## src/rtl/int_ctrl_pkg.sv

```systemverilog
// -----------------------------------------------------------------------------
// int_ctrl_pkg
//
// Shared definitions for the interrupt controller:
//   - INT_VECTOR_DEFAULT : PC loaded when the ISR vector is taken
//   - FRAME_WORDS        : number of 16-bit stack words in one interrupt frame
//   - state_t            : sequencer states (entry push, vector, return pop)
//   - frame_t            : return context captured on interrupt entry
//   - push_word()        : selects the stack word for the current push state
// -----------------------------------------------------------------------------
package int_ctrl_pkg;

    localparam logic [31:0] INT_VECTOR_DEFAULT = 32'h0000_0020;
    localparam int          FRAME_WORDS        = 3;
    localparam int          CAP_CNT_W          = 2;

    typedef enum logic [3:0] {
        IDLE     = 4'd0,
        PUSH_HI  = 4'd1,
        PUSH_LO  = 4'd2,
        PUSH_FL  = 4'd3,
        VECTOR   = 4'd4,
        POP_FL   = 4'd5,
        POP_LO   = 4'd6,
        POP_HI   = 4'd7,
        POP_WAIT = 4'd8,
        RESTORE  = 4'd9
    } state_t;

    typedef struct packed {
        logic [31:0] pc;
        logic [2:0]  flags;
    } frame_t;

    // Stack word for a push state: PC high half, PC low half, then flags.
    function automatic logic [15:0] push_word(input state_t st, input frame_t fr);
        case (st)
            PUSH_HI: return fr.pc[31:16];
            PUSH_LO: return fr.pc[15:0];
            PUSH_FL: return {13'b0, fr.flags};
            default: return 16'h0000;
        endcase
    endfunction

endpackage

```

## src/rtl/interrupt_controller.sv

```systemverilog
// -----------------------------------------------------------------------------
// interrupt_controller
//
// Single-level interrupt sequencer for a pipelined processor. On a rising
// edge of interrupt_signal a request becomes pending; once no branch is in
// flight and no ISR is active, the return PC and flags are pushed to the
// stack as three 16-bit words, the PC is vectored to INT_VECTOR and the ISR
// is marked active. An RTI in decode while the ISR is active pops the three
// words back (flags, PC low, PC high) and restores PC and flags.
//
// Ports
//   clk               processor clock, all state changes on rising edge
//   rst               synchronous active-high reset; also forces outputs to 0
//   interrupt_signal  external request (rising edge sets pending)
//   branch_in_flight  taken jump/RET/RTI in decode/execute; defers entry
//   mem_busy          data port owned by memory stage; holds push/pop beats
//   rti_decoded       RTI present in decode
//   pc_current        PC of the next unexecuted instruction (return address)
//   flags_in          current flag register
//   mem_rdata         stack read data, valid one cycle after pop_en
//   stall_fetch       freeze PC and fetch register
//   flush_decode      turn decode output into a bubble
//   push_en/push_data stack push beat and its word
//   pop_en            stack pop beat
//   pc_load/pc_load_value       PC overwrite pulse and value
//   flags_restore/flags_out     flag register overwrite pulse and value
//   int_ack           one-cycle pulse when the vector is taken
//   in_isr            ISR active; masks further entries
// -----------------------------------------------------------------------------
module interrupt_controller
    import int_ctrl_pkg::*;
#(
    parameter logic [31:0] INT_VECTOR = INT_VECTOR_DEFAULT
) (
    input  logic        clk,
    input  logic        rst,
    input  logic        interrupt_signal,
    input  logic        branch_in_flight,
    input  logic        mem_busy,
    input  logic        rti_decoded,
    input  logic [31:0] pc_current,
    input  logic [2:0]  flags_in,
    input  logic [15:0] mem_rdata,
    output logic        stall_fetch,
    output logic        flush_decode,
    output logic        push_en,
    output logic [15:0] push_data,
    output logic        pop_en,
    output logic        pc_load,
    output logic [31:0] pc_load_value,
    output logic        flags_restore,
    output logic [2:0]  flags_out,
    output logic        int_ack,
    output logic        in_isr
);

    // -------------------------------------------------------------------------
    // State
    // -------------------------------------------------------------------------
    state_t                r_state;
    state_t                w_next_state;
    logic                  r_int_prev;
    logic                  r_pending;
    logic                  r_in_isr;
    logic                  r_rvalid;
    logic [CAP_CNT_W-1:0]  r_cap_cnt;
    frame_t                r_frame;
    logic [2:0]            r_cap_flags;
    logic [15:0]           r_cap_lo;
    logic [15:0]           r_cap_hi;

    // -------------------------------------------------------------------------
    // Decision terms
    // -------------------------------------------------------------------------
    logic w_rise;
    logic w_rti_take;
    logic w_enter;
    logic w_last_capture;
    logic w_frame_done;

    assign w_rise     = interrupt_signal & ~r_int_prev;

    // RTI outranks a pending request in the same IDLE cycle; the request
    // stays pending and is taken once the return sequence has finished.
    assign w_rti_take = (r_state == IDLE) & rti_decoded & r_in_isr;
    assign w_enter    = (r_state == IDLE) & r_pending & ~r_in_isr
                        & ~branch_in_flight & ~w_rti_take;

    assign w_last_capture = r_rvalid & (r_cap_cnt == CAP_CNT_W'(FRAME_WORDS - 1));
    // Covers the case where the final word landed while POP_WAIT was held
    // by mem_busy: the counter has already saturated at FRAME_WORDS.
    assign w_frame_done   = w_last_capture | (r_cap_cnt == CAP_CNT_W'(FRAME_WORDS));

    // -------------------------------------------------------------------------
    // Next-state logic
    // -------------------------------------------------------------------------
    always_comb begin
        // NOTE: default assignment first so every path drives the signal and
        // no latch is inferred.
        w_next_state = r_state;
        case (r_state)
            IDLE: begin
                if (w_rti_take)   w_next_state = POP_FL;
                else if (w_enter) w_next_state = PUSH_HI;
            end
            PUSH_HI:  if (!mem_busy) w_next_state = PUSH_LO;
            PUSH_LO:  if (!mem_busy) w_next_state = PUSH_FL;
            PUSH_FL:  if (!mem_busy) w_next_state = VECTOR;
            VECTOR:   w_next_state = IDLE;
            POP_FL:   if (!mem_busy) w_next_state = POP_LO;
            POP_LO:   if (!mem_busy) w_next_state = POP_HI;
            POP_HI:   if (!mem_busy) w_next_state = POP_WAIT;
            POP_WAIT: if (!mem_busy && w_frame_done) w_next_state = RESTORE;
            RESTORE:  w_next_state = IDLE;
            default:  w_next_state = IDLE;
        endcase
    end

    // -------------------------------------------------------------------------
    // Edge detector history: tracks the input even during reset so a request
    // held high across reset does not look like a fresh edge afterwards.
    // -------------------------------------------------------------------------
    always_ff @(posedge clk) begin
        // NOTE: sequential state uses non-blocking assignments so every
        // register samples pre-edge values regardless of statement order.
        r_int_prev <= interrupt_signal;
    end

    // -------------------------------------------------------------------------
    // Sequencer, pending request, ISR flag and frame registers
    // -------------------------------------------------------------------------
    always_ff @(posedge clk) begin
        if (rst) begin
            r_state     <= IDLE;
            r_pending   <= 1'b0;
            r_in_isr    <= 1'b0;
            r_rvalid    <= 1'b0;
            r_cap_cnt   <= '0;
            r_frame     <= '0;
            // NOTE: the capture slots are plain registers, not a RAM, so
            // resetting them is free and keeps the restore value defined.
            r_cap_flags <= '0;
            r_cap_lo    <= '0;
            r_cap_hi    <= '0;
        end else begin
            r_state  <= w_next_state;
            r_rvalid <= pop_en;

            // A new edge coinciding with entry is a fresh request and wins.
            if (w_rise)       r_pending <= 1'b1;
            else if (w_enter) r_pending <= 1'b0;

            if (w_enter) r_frame <= '{pc: pc_current, flags: flags_in};

            if (r_state == VECTOR)       r_in_isr <= 1'b1;
            else if (r_state == RESTORE) r_in_isr <= 1'b0;

            // Read data arrives one cycle after its pop beat; the counter
            // names the slot in pop order: flags, PC low, PC high.
            if (w_rti_take) begin
                r_cap_cnt <= '0;
            end else if (r_rvalid && r_cap_cnt != CAP_CNT_W'(FRAME_WORDS)) begin
                case (r_cap_cnt)
                    2'd0:    r_cap_flags <= mem_rdata[2:0];
                    2'd1:    r_cap_lo    <= mem_rdata;
                    2'd2:    r_cap_hi    <= mem_rdata;
                    default: ;
                endcase
                r_cap_cnt <= r_cap_cnt + 2'd1;
            end
        end
    end

    // -------------------------------------------------------------------------
    // Moore output decode, with beats gated by mem_busy and everything
    // forced low while rst is asserted.
    // -------------------------------------------------------------------------
    always_comb begin
        stall_fetch   = 1'b0;
        flush_decode  = 1'b0;
        push_en       = 1'b0;
        push_data     = 16'h0000;
        pop_en        = 1'b0;
        pc_load       = 1'b0;
        pc_load_value = 32'h0000_0000;
        flags_restore = 1'b0;
        flags_out     = 3'b000;
        int_ack       = 1'b0;
        in_isr        = 1'b0;

        if (!rst) begin
            in_isr       = r_in_isr;
            stall_fetch  = (r_state != IDLE);
            flush_decode = (r_state != IDLE);
            case (r_state)
                PUSH_HI, PUSH_LO, PUSH_FL: begin
                    push_en   = ~mem_busy;
                    push_data = push_word(r_state, r_frame);
                end
                VECTOR: begin
                    pc_load       = 1'b1;
                    pc_load_value = INT_VECTOR;
                    int_ack       = 1'b1;
                end
                POP_FL, POP_LO, POP_HI: begin
                    pop_en = ~mem_busy;
                end
                RESTORE: begin
                    pc_load       = 1'b1;
                    pc_load_value = {r_cap_hi, r_cap_lo};
                    flags_restore = 1'b1;
                    flags_out     = r_cap_flags;
                end
                default: ;
            endcase
        end
    end

endmodule

```

## config.mk

```make
export PLATFORM = sky130hd
export DESIGN_NAME = interrupt_controller
export DESIGN_NICKNAME = d
export VERILOG_FILES = /design/src/rtl/int_ctrl_pkg.sv /design/src/rtl/interrupt_controller.sv
export SDC_FILE = /design/constraint.sdc
export NUM_CORES = 1
export LEC_CHECK = 0
export ABC_AREA = 1
export ABC_CLOCK_PERIOD_IN_PS = 1350
export CAP_MARGIN = 15
export CORE_UTILIZATION = 25
export CTS_BUF_LIST = sky130_fd_sc_hd__clkbuf_16
export DETAILED_ROUTE_END_ITERATION = 10
export GPL_ROUTABILITY_DRIVEN = 0
export SLEW_MARGIN = 15
export SYNTH_ARGS = -nofsm -noshare
export SYNTH_HDL_FRONTEND = slang
export SYNTH_SLANG_ARGS = --single-unit
```

## constraint.sdc

```tcl
create_clock -name clk -period 1.35 [get_ports clk]
set_input_delay 0.27 -clock clk [delete_from_list [all_inputs] [get_ports clk]]
set_output_delay 0.27 -clock clk [all_outputs]
set_load 0.02 [all_outputs]
```

==> flow_summary.ini, run 1 <==
[floorplan]
io_pins = 116
fp.dieH_um = 123
core_um2 = 14000
die_w_um = 123
start_util_pct = 26.0
rows = 43
die_area_um2 = 15100

[final_layout]
drive_gt1_share_pct = 48.1
fill_cells = 1180
antenna_cells = 0
area_growth_pct = 115
multi_input_comb_area_um2 = 2820
regArea_um2 = 1620
postLayoutCellArea_um2 = 7840
fin_nets = 840

[global_route]
grt_pass1_vias = 4230
grt_pass1_wl_um = 21700
antenna_found_initial = 0
track_usage_pct = 19.0
grt.overflow.total = 0
grt_max_degree = 37

[clock_network]
cts_tree = built
htreeDepth = 3
hold_buffers = 0
clock-sinks = 80
cts_buffer_depth = 2
clk_latency_ns = 0.35
numCtsBuffers = 9
path_clk_slew_ns = 0.06
root_buffer = clkbuf_16

[place]
dp_hpwl_um = 7700
io_buffers = 115
post_dp_cell_area_um2 = 5870

[logic_synthesis]
synth.distinct_cells = 24
synth.cell_area_um2 = 3650
syn-num-nets = 633
yosys_warnings = 0
netlist_instances = 572
seq_area_frac_synth_pct = 43.9
synth.avg_cell_area_um2 = 6.37
ys_seq_elements = 80

[worst_setup_path]
path_max_fanout = 6
cp.required_ns = 1.08
endpoint_kind = output pin
rrSetupSlack_ns = -0.63
r2r_cells = 14
crit_type = reg2out
crit_arrival_ns = 1.77
r2r_end = r_frame[5]
crit_start = r_state[0]
timing.rr.start = r_state[0]
crit_path_start_kind = register
crit_path_end = flags_out[0]

[timing]
setup_viol = 135
final.setup.tns_ns = -63.94
min_period_ns = 2.04
slew_violations = 0
layout_setup_ws_ns = -0.690
tightest_slew_ns = 0.410
fmax_mhz = 490
hold_violations = 0
finClkSkew_ns = 0.00829
grt_setup_unrepaired = yes
fin_crit_sh_pct = 151
relSlewSlack_pct = 72.7

[flow_run]
max_cap_viol_count = 0

[status]
status = finished with violations
violations = negative setup slack

[worst_hold_path]
min_path_type = in2reg
min_path_cells = 1

[detailed_routing]
routed_wl_um = 14500
viasPerCell = 4.49
dr.first_iter.drc_count = 282
firstDrtPassIters = 4
num_vias = 4324
ant_nets = 0
wire_per_inst_um = 15.1
drc = 0

[power_and_ir_drop]
irDropWorstVdd_mv = 0.870
leakagePower_nw = 3.43
power_density_nw_per_um2 = 1290
## worst min path at each step
stage                                 from          to  slack [ns]
after floorplan           interrupt_signal  r_int_prev        0.30
after global placement           r_pending   r_pending        0.46
after detailed placement         r_pending   r_pending        0.46
after CTS                 interrupt_signal  r_int_prev        0.40
after global routing      interrupt_signal  r_int_prev        0.41
final                     interrupt_signal  r_int_prev        0.40
## registers in the layout, indices dropped and copies added, names as in the netlist, 2 cells and up
signal,flops
r_cap_cnt,2
r_frame,35
r_cap_hi,16
r_state,4
r_cap_lo,16
r_cap_flags,3
## logic make-up after synthesis
kind of cell             count (synthesis)  share of synthesized area [%]
buffers and inverters                   83                           9.30
AO/OA/AOI/OAI                           58                           8.10
adder cells (fa/ha/maj)                  4                           1.37
XOR/XNOR                                 1                          0.240
flip-flops                              80                           43.9
AND/OR/NAND/NOR                        346                           37.1
## what timing repair did
| action | 4_1_cts | 5_1_grt |
|---|---|---|
| gates cloned | 14 | 4 |
| gates resized for setup | 495 | 117 |
| setup buffers | 37 | 18 |
| pin swaps | 27 | 39 |
| setup endpoints to repair | 136 | 137 |
## area by class of cell
class | instances | area share (%)
Multi-Input combinational cell | 409 | 35.9
Tap cell | 180 | 2.87
Clock buffer | 10 | 3.19
Clock inverter | 6 | 0.431
Sequential cell | 80 | 20.6
Timing Repair Buffer | 224 | 33.9
Inverter | 55 | 3.01
## synthesized netlist by cell type
| cell type | instances | area share [%] |
|---|---|---|
| o21ai_0 | 40 | 5.5 |
| dfxtp_1 | 80 | 44 |
| clkbuf_2 | 3 | 0.41 |
| xor2_1 | 1 | 0.24 |
| buf_2 | 16 | 2.2 |
| buf_4 | 1 | 0.21 |
| nor3_4 | 1 | 0.45 |
| nor2_2 | 3 | 0.51 |
| clkinv_1 | 1 | 0.10 |
| nand2_1 | 130 | 13 |
| a21oi_1 | 16 | 2.2 |
| nor4_1 | 2 | 0.34 |
| buf_1 | 2 | 0.21 |
| nor3_2 | 1 | 0.27 |
| ha_1 | 4 | 1.4 |
| nand3_1 | 12 | 1.6 |
| nor2_1 | 195 | 20 |
| clkbuf_1 | 6 | 0.62 |
| nand4_1 | 1 | 0.17 |
| inv_1 | 51 | 5.3 |
| o31ai_1 | 1 | 0.21 |
| o21bai_1 | 1 | 0.21 |
| inv_2 | 3 | 0.31 |
| nand3b_1 | 1 | 0.21 |
## worst max-delay path, stage by stage, from the launching register on
cell and delay (ns):
dfxtp_4 0.38, inv_4 0.04, nor2_4 0.11, inv_2 0.07, nor3_4 0.18, nand2_4 0.14
buf_12 0.16, buf_12 0.12, nor2_2 0.08, buf_6 0.12
## per-stage QoR
step           instances  hold WS, ns  util [%]  power [mW]  setup slack (ns)
2_1_floorplan        572        0.298         -        4.25            -0.149
3_3_place_gp         882        0.456      41.8        5.39            -0.778
3_5_place_dp         882        0.456      41.8        5.42            -0.793
4_1_cts              948        0.398      52.0        9.33            -0.691
5_1_grt              964        0.411      55.9        10.6            -0.782
6_report             964        0.404      55.9        10.1            -0.690
## power breakdown
part	internal [mW]	switching (mW)	total, mW	leakage (nW)
Sequential	2.58	0.215	2.80	0.651
Clock	1.34	1.02	2.36	0.141
Combinational	2.55	2.42	4.97	2.64
## cells in the final DEF (no fill, tap or decap), types with 3 or more instances in the layout
| cell | instances |
|---|---|
| buf_12 | 18 |
| dfxtp_4 | 4 |
| dfxtp_1 | 75 |
| inv_1 | 42 |
| nand2_4 | 15 |
| clkdlybuf4s50_1 | 55 |
| nand2_2 | 26 |
| a21oi_4 | 13 |
| ha_1 | 3 |
| buf_8 | 3 |
| nand2_1 | 87 |
| inv_2 | 8 |
| nor2_1 | 109 |
| o21ai_0 | 12 |
| clkbuf_16 | 14 |
| buf_4 | 51 |
| clkinv_2 | 3 |
| nor2_4 | 72 |
| o21ai_1 | 14 |
| inv_4 | 3 |
| buf_6 | 81 |
| nor2_2 | 17 |
| o21ai_2 | 14 |
| nand3_2 | 4 |
| nand3_4 | 6 |
| buf_16 | 11 |
## layer usage
metal  GRT usage [%]  vias to the layer above  share of wire [%]
met3            4.93                       19                5.5
met1            22.0                     2023                 40
met4            7.55                        0                1.6
met5               0                        -                  0
li1                -                     2157                  -
met2            33.3                      125                 53
Note: power is estimated with default switching activity, not from simulation.
==> run 2, diff against run 1 <==
Settings changed: CORE_UTILIZATION 25 to 40, PLACE_DENSITY set to 0.73.
==> run 2 against run 1 <==
Net effect:
- the flow still finishes with violations (negative setup slack)
- combinational power decreased by 19%
- core utilization is 26 points higher
- non-clock buffer count is 28 lower
- wire length up 1.2%
- critical path depth is the same
- flip-flop and latch count is the same
- total power down 11%
- count of clock-buffer cells in the layout shrank 1
- critical path type unchanged
- highest routed layer unchanged
==> flow_summary.ini, run 2 (synthesized netlist as in run 1, its figures left out) <==
[clock_network]
hold_buffers = 0
clk_latency_ns = 0.33
numCtsBuffers = 9
cts_tree = built
root_buffer = clkbuf_16
path_clk_slew_ns = 0.06
clock-sinks = 80
cts_buffer_depth = 2
htreeDepth = 3

[place]
dp_hpwl_um = 7400
io_buffers = 115
post_dp_cell_area_um2 = 5740
dp_cells = 808

[power_and_ir_drop]
irDropWorstVdd_mv = 1.10
leakagePower_nw = 3.23
power_mw = 9.02
power_density_nw_per_um2 = 1250

[worst_setup_path]
cp.required_ns = 1.08
crit_path_start_kind = register
crit_arrival_ns = 1.74
rrSetupSlack_ns = -0.30
endpoint_kind = output pin
crit_type = reg2out
path_max_fanout = 5
r2r_cells = 9

[detailed_routing]
drc = 0
wire_per_inst_um = 17.0
ant_nets = 0
viasPerCell = 5.17
routed_wl_um = 14700
firstDrtPassIters = 5
dr.first_iter.drc_count = 200
num_vias = 4469

[timing]
fmax_mhz = 497
final.setup.tns_ns = -50.45
grt_setup_unrepaired = yes
slew_violations = 0
min_period_ns = 2.01
relSlewSlack_pct = 71.3
finClkSkew_ns = 0.00776
setup_viol = 134
fin_crit_sh_pct = 149
hold_violations = 0
layout_setup_ws_ns = -0.662
tightest_slew_ns = 0.431

[final_layout]
antenna_cells = 0
multi_input_comb_area_um2 = 2640
final_cell_mix = nor2_1, buf_6, dfxtp_1
area_growth_pct = 97.9
drive_gt1_share_pct = 44.0
layout_commonest_cell = nor2_1
top_regs = r_frame x35, r_cap_hi x16, r_cap_lo x16
fill_cells = 474
fin_nets = 812
regArea_um2 = 1620
regMostFlops = r_frame
final_util_pct = 82.3
fin_cells = 864
postLayoutCellArea_um2 = 7220
largest_register_ffs = 35

[worst_hold_path]
min_path_type = in2reg
min_path_cells = 1

[status]
status = finished with violations
violations = negative setup slack

[global_route]
grt_pass1_vias = 4339
grt.overflow.total = 0
track_usage_pct = 27.1
grt_pass1_wl_um = 20700
antenna_found_initial = 0
grt_max_degree = 47

[floorplan]
core_um2 = 8760
start_util_pct = 41.6
rows = 34
die_w_um = 97.5
io_pins = 116
die_area_um2 = 9500
fp.dieH_um = 97.5

[flow_run]
max_cap_viol_count = 0
run 2: cell types whose count changed in the layout (fill, tap and decap cells not counted), sizes merged:
cell and change:
buf -29, clkinv +3, clkinvlp -1, inv -1
run 2: per-layer routing:
| metal | global-route usage (%) | vias up | part of all wire, % |
|---|---|---|---|
| li1 | - | 2100 | - |
| met1 | 29.1 | 2142 | 38 |
| met3 | 7.19 | 36 | 5.9 |
| met4 | 10.1 | 0 | 2.7 |
| met5 | 0 | - | 0 |
| met2 | 50.1 | 191 | 54 |
run 2: per-stage QoR:
stage / hold WS, ns / setup WS [ns]
2_1_floorplan: 0.298 / -0.149
3_3_place_gp: 0.450 / -0.780
3_5_place_dp: 0.461 / -0.813
4_1_cts: 0.412 / -0.643
5_1_grt: 0.439 / -0.760
6_report: 0.415 / -0.662
run 2: power breakdown:
| group | internal (mW) | total, mW | switching (mW) |
|---|---|---|---|
| sequential | 2.58 | 2.78 | 0.200 |
| combinational | 1.99 | 4.04 | 2.04 |
| clock | 1.23 | 2.20 | 0.972 |
run 2: worst paths after layout:
path / from / endpoint
setup / recovery: r_state[0] / pc_load_value[20]
setup reg to reg: r_state[0] / r_frame[19]
hold reg to reg: r_pending / r_pending
hold / removal: interrupt_signal / r_int_prev
run 2: worst max-delay path, cell delays in order (launching register included):
cell     delay (ns)
dfxtp_4        0.37
inv_4          0.04
nor2_4         0.10
inv_4          0.05
nor3_4         0.19
nand2_4        0.13
buf_6          0.16
buf_12         0.14
nor2_4         0.11
buf_6          0.13
run 2: final cells by class:
class	instances	share of cell area, %
tap	108	1.87
clock buffer	9	3.12
inverter	55	3.14
clock inverter	7	0.538
timing repair buffer	196	32.4
multi-input combinational	409	36.5
sequential	80	22.4
run 2: repair_timing:
item | CTS | global route
setup endpoints to repair | 136 | 137
gates cloned | 9 | 7
gates resized for setup | 411 | 143
pin swaps | 9 | 38
buffers inserted | 19 | 8
